### src/rtl/nor_serial_ctrl.sv
// Bit-serial sequencer for an external 1-bit NOR cell: shifts two operands out LSB-first,
// gathers the cell output into a result word and flags any returned bit that is not !(x|y).
module nor_serial_ctrl #(
  parameter int unsigned WIDTH = 8
) (
  input  logic             clk,
  input  logic             rst_n,
  input  logic             start,
  input  logic [WIDTH-1:0] a,
  input  logic [WIDTH-1:0] b,
  output logic             bit_x,
  output logic             bit_y,
  input  logic             bit_o,
  output logic             busy,
  output logic             done,
  output logic [WIDTH-1:0] result,
  output logic             err
);

  localparam int unsigned CW = $clog2(WIDTH);
  localparam logic [CW-1:0] LAST = CW'(WIDTH - 1);

  typedef enum logic [1:0] {IDLE, RUN, DONE} state_t;

  state_t           state;
  logic [WIDTH-2:0] a_sh;
  logic [WIDTH-2:0] b_sh;
  logic [WIDTH-2:0] res_sh;
  logic [CW-1:0]    cnt;
  logic [WIDTH-1:0] res_next;

  // bit 0 of each operand goes straight into bit_x/bit_y; the shifters hold the rest
  assign res_next = {bit_o, res_sh};

  always_ff @(posedge clk or negedge rst_n) begin
    if (!rst_n) begin
      state  <= IDLE;
      a_sh   <= '0;
      b_sh   <= '0;
      res_sh <= '0;
      cnt    <= '0;
      bit_x  <= 1'b0;
      bit_y  <= 1'b0;
      busy   <= 1'b0;
      done   <= 1'b0;
      result <= '0;
      err    <= 1'b0;
    end else begin
      case (state)
        IDLE: begin
          bit_x <= 1'b0;
          bit_y <= 1'b0;
          if (start) begin
            a_sh  <= a[WIDTH-1:1];
            b_sh  <= b[WIDTH-1:1];
            bit_x <= a[0];
            bit_y <= b[0];
            cnt   <= '0;
            err   <= 1'b0;
            busy  <= 1'b1;
            state <= RUN;
          end
        end
        RUN: begin
          res_sh <= res_next[WIDTH-1:1];
          a_sh   <= a_sh >> 1;
          b_sh   <= b_sh >> 1;
          cnt    <= cnt + CW'(1);
          // a healthy cell returns the complement of (x|y)
          if (bit_o == (bit_x | bit_y)) err <= 1'b1;
          if (cnt == LAST) begin
            result <= res_next;
            done   <= 1'b1;
            bit_x  <= 1'b0;
            bit_y  <= 1'b0;
            state  <= DONE;
          end else begin
            bit_x <= a_sh[0];
            bit_y <= b_sh[0];
          end
        end
        DONE: begin
          done  <= 1'b0;
          busy  <= 1'b0;
          state <= IDLE;
        end
        default: begin
          busy  <= 1'b0;
          done  <= 1'b0;
          state <= IDLE;
        end
      endcase
    end
  end

endmodule
### config.mk
export PLATFORM = sky130hd
export DESIGN_NAME = nor_serial_ctrl
export DESIGN_NICKNAME = d
export VERILOG_FILES = /design/src/rtl/nor_serial_ctrl.sv
export SDC_FILE = /design/constraint.sdc
export NUM_CORES = 1
export LEC_CHECK = 0
export CAP_MARGIN = 0
export CORE_MARGIN = 8
export CORE_UTILIZATION = 45
export DETAILED_ROUTE_END_ITERATION = 6
export GPL_TIMING_DRIVEN = 1
export PLACE_DENSITY = 0.74
export SLEW_MARGIN = 40
export SYNTH_ARGS = -nofsm -noshare
export SYNTH_HDL_FRONTEND = slang
export SYNTH_SLANG_ARGS = --single-unit
### constraint.sdc
create_clock -name clk -period 1.4 [get_ports clk]
set_clock_uncertainty 0.15 [all_clocks]
set_input_delay 0.28 -clock clk [delete_from_list [all_inputs] [get_ports clk]]
set_output_delay 0.28 -clock clk [all_outputs]
set_load 0.01 [all_outputs]
* Yosys cells after proc, flatten, opt, wreduce, memory -nomap -nowiden *
Cells that the tools add are included.

cells by class
  reductions and logical operators = 8
  mux-type cells = 22
  eq/ne operators = 6
  $add $sub $neg = 1
  bitwise gates (word level) = 3

operators by type and width
  operator             count
  $pmux 7 s2           2
  $mux 7               2
  $pmux 1 s2           5
  $reduce_and 2->1     5
  $mux 1               8
  $ne 2x2->1 const B   3
  $pmux 3 s2           1
  $mux 2               2
  $pmux 2 s2           1
  $add 3x1->3 const B  1
  $eq 3x3->1 const B   1
  $mux 3               1
  $reduce_and 3->1     1
  $eq 2x1->1 const B   1
  $logic_not 2->1      1
  $not 1->1            2
  $reduce_bool 2->1    1
  $eq 1x1->1           1
  $or 1x1->1           1

storage, ports and cells
  bits in registers = 39
  output and inout port bits = 13

* Longest topological paths before layout *
  depth after elaboration = 4
  depth in mapped cells = 6
  gate-level depth less buffers = 4

* Worst setup path after synthesis *
OpenSTA, ideal clock, no wires.

  path kind = register to register
  start point = reg cnt[0]
  end point = reg result[0]
  slack = -125 ps
  period minus slack after synthesis = 1525 ps
  setup time = 125 ps
  cell stages (with the launch flop) = 5
  data required time = 1125 ps
  data arrival time = 1250 ps
  cells stage by stage = dfrtp_1 -> ha_1 -> ha_1 -> nand2_8 -> mux2_4

on the way
  longest elaborated chain between the ends = 2

ends and longest elaborated chain
  element                     line  RTL
  start, declared             29    logic [CW-1:0] cnt;
  start signal, assigned      68    cnt <= cnt + CW'(1);
  $eq 3x3->1                  71    if (cnt == LAST) begin
  $reduce_and 2->1 (no line)  --
  end signal, assigned        72    result <= res_next;
  end, declared               16    output logic [WIDTH-1:0] result,

Every way passes these cells.
A chain may end at the register's enable or synchronous reset.

* Worst setup path in the final report *
  start point = reg cnt[1]
  end point = reg result[6]

Same word-level chain as after synthesis.

==> metrics <==
run status finished, violations left; failing checks setup timing; Routed WL 4.10 mm; share of layout cells above drive strength 1 0.276; CTS tree done; Total GRT Usage 0.133; max cap viols 0; PortBufs 32; Layout Cells excl Fill 251; CTS sink cnt 39; Top Ports 33; number of global-route vias before repair 1423; Die Ht 77.1 µm; fmax 0.679 GHz; nature of the critical path endpoint flop; area grow syn2layout 42.2%; Finish-stage setup viols 9; Worst-path clk slew 0.08 ns; Top delay family on crit path adder cells; WL/cell 16.3 µm; crit path max fanout 5; fillcell total 308; CTS max path bufs 2; Rel. slew slack 0.724; Ys Warns 0; core area 3630 µm²; Root Buffer clkbuf_8; deepest level of the CTS H-tree 2; max-slew violation count 0; CTS buffer count 5; Synthesized Nets 171; Die X 77.1 µm; placed cells 236; fin crit period 1.47 ns; Setup Crit Path Kind flop to flop; Hold/Removal Path Class input port to async pin; post-route ant nets 0; leading area contributor after synthesis dfrtp_1; post-synthesis sequential area ratio 0.580; Residual DRC 0; RSZ-0062 raised after global routing yes; first-pass GRT wire length 6.56 mm; Vias per Instance 5.62; post-route setup slack -0.0730 ns; synthesized instance count 149; Site Rows 22; Sum Neg Setup Slack -0.495 ns; P_leak 1.09 nW; synth unique cells 24; die area 5950 µm²; CP max stage cell dfrtp_1; crit start category flop; WP buf/inv 0; pin count of the biggest net entering global routing 40; Worst-Skew Late Latency 0.29 ns; Fin. Hold Viols 0; P per Cell Area 2110 nW/µm²; flops & latches, synth 39; syn avg cell area 11.3 µm²; crit path DAT 1.49 ns; number of diodes 0; Peak VDD IR 0.000819 V; DRT Pass-1 Iters 4; fin crit share 1.05; Initial Util 0.463; slowest stage delay, CP 0.39 ns; top post-synthesis cells by area dfrtp_1, o22ai_1, mux2_4, nand2_1, a21oi_1; grt total ovfl 0; nets 224; Slew @ Worst Pin 0.414 ns; critical-path cell list ha_2 -> ha_4 -> nand2_4 -> mux2_4; Detail Placement HPWL 2.79 mm; Worst Path Required 1.42 ns; initial antenna violation count 0; share of the synthesized area in the top cell type 0.580; gpl congestion 0.758; DR iter-0 viols 59; Vias 1410; Cell Area, Synth 1680 µm²
## flip-flops by register name, indices dropped and copies added, names as in the netlist
| register | cells |
|---|---|
| a_sh | 7 |
| b_sh | 7 |
| bit_x | 1 |
| bit_y | 1 |
| busy | 1 |
| cnt | 3 |
| done | 1 |
| err | 1 |
| res_sh | 7 |
| result | 8 |
| state | 2 |
## cell type report
class / instances / area [µm²] / share of cell area
sequential: 39 / 977 / 0.409
clock buffer: 8 / 100 / 0.0419
multi-input combinational: 97 / 713 / 0.298
inverter: 4 / 15.0 / 0.00628
timing repair buffer: 55 / 526 / 0.220
tap: 48 / 60.1 / 0.0251
## worst reg2reg max path: cells and delay by family, from the launching register on
kind | cells | cell delay, ns
flip-flops | 1 | 0.39
AND/OR/NAND/NOR | 1 | 0.12
adder cells (fa/ha/maj) | 2 | 0.40
multiplexers | 1 | 0.30
## final timing paths
path	startpoint	endpoint	slack, ns	cells after the start
worst max-delay path	cnt[1]	result[6]	-0.07	4
worst min-delay path	rst_n	err	0.33	3
worst max register to register	cnt[1]	result[6]	-0.07	4
worst min register to register	busy	busy	0.34	1
max in group asynchronous	rst_n	result[5]	0.56	3
min in group clk	busy	busy	0.34	1
## placed cells by master, fill, tap and decap left out
cell type         n
dfrtp_2           1
or3_1             1
o22ai_1          19
a21o_1            1
a221o_1           2
o21ai_1           3
inv_1             4
buf_4            16
o22ai_2           6
buf_6             4
a21oi_2           1
clkdlybuf4s50_1  18
nor3b_1           2
nand2b_4          2
nor2b_2           1
nand2_4           1
clkdlybuf4s15_2   1
and2b_2           1
clkbuf_1          1
nand2_8           1
mux2_4            8
ha_4              1
nand2_1          23
dlygate4sd2_1     1
ha_2              1
a2bb2oi_1         1
clkbuf_8          7
clkbuf_2          1
clkdlybuf4s15_1  10
buf_12            2
dfrtp_1          38
buf_2             1
a21oi_1          12
dlygate4sd3_1     1
nor2_1            2
a22o_1            2
o21ai_0           6
## logic make-up (layout without fill, tap and decap cells)
logic type | after synthesis | in the layout | synth area share
buffers and inverters | 14 | 67 | 0.0469
AO/OA/AOI/OAI | 53 | 53 | 0.190
adder cells (fa/ha/maj) | 2 | 2 | 0.0149
multiplexers | 8 | 8 | 0.0714
AND/OR/NAND/NOR | 33 | 34 | 0.0960
flip-flops | 39 | 39 | 0.580
## where the power goes
part / internal (mW) / total (mW) / switching [mW]
registers: 1.66 / 2.07 / 0.405
logic: 1.16 / 2.13 / 0.975
clock network: 0.450 / 0.838 / 0.388
## Yosys cell counts
library cell  instances
nand2_1              23
nand2_8               1
a22o_1                2
a21oi_1              13
inv_1                 4
nor3b_1               2
buf_4                 4
buf_6                 1
nor2_1                2
a2bb2oi_1             1
a21o_1                1
o21ai_0               8
clkbuf_1              2
and2b_1               1
buf_2                 3
dfrtp_1              39
or3_1                 1
nor2b_1               1
o21ai_1               1
a221o_1               2
o22ai_1              25
ha_1                  2
nand2b_1              2
mux2_4                8
## layer usage
metal / GRT usage / routed length [µm] / up-vias
met5: 0 / 0 / -
met2: 0.228 / 2140 / 43
met1: 0.149 / 1690 / 714
li1: - / - / 646
met3: 0.0524 / 234 / 7
met4: 0.0340 / 38 / 0
## through the flow
| step | hold slack (ns) | utilization | area (µm²) | worst slack, ns | power [mW] |
|---|---|---|---|---|---|
| 3_5_place_dp | 0.118 | 0.591 | 2150 | -0.261 | 4.14 |
| 6_report | 0.330 | 0.658 | 2390 | -0.0730 | 5.04 |
| 3_3_place_gp | 0.111 | 0.591 | 2150 | -0.242 | 4.01 |
| 4_1_cts | 0.339 | 0.632 | 2290 | -0.0620 | 4.93 |
| 5_1_grt | 0.346 | 0.658 | 2390 | -0.0958 | 5.34 |
| 2_1_floorplan | -0.166 | - | 1700 | -0.0304 | 3.30 |
## timing repair
item | CTS | global route
hold endpoints to repair | 39 | 0
gates resized for setup | 24 | 22
setup endpoints to repair | 37 | 38
hold buffers | 1 | 0
setup buffers | 1 | 4
cloned | 1 | 0
pin swaps | 1 | 6
No activity file was read; power rests on OpenSTA's default activity.
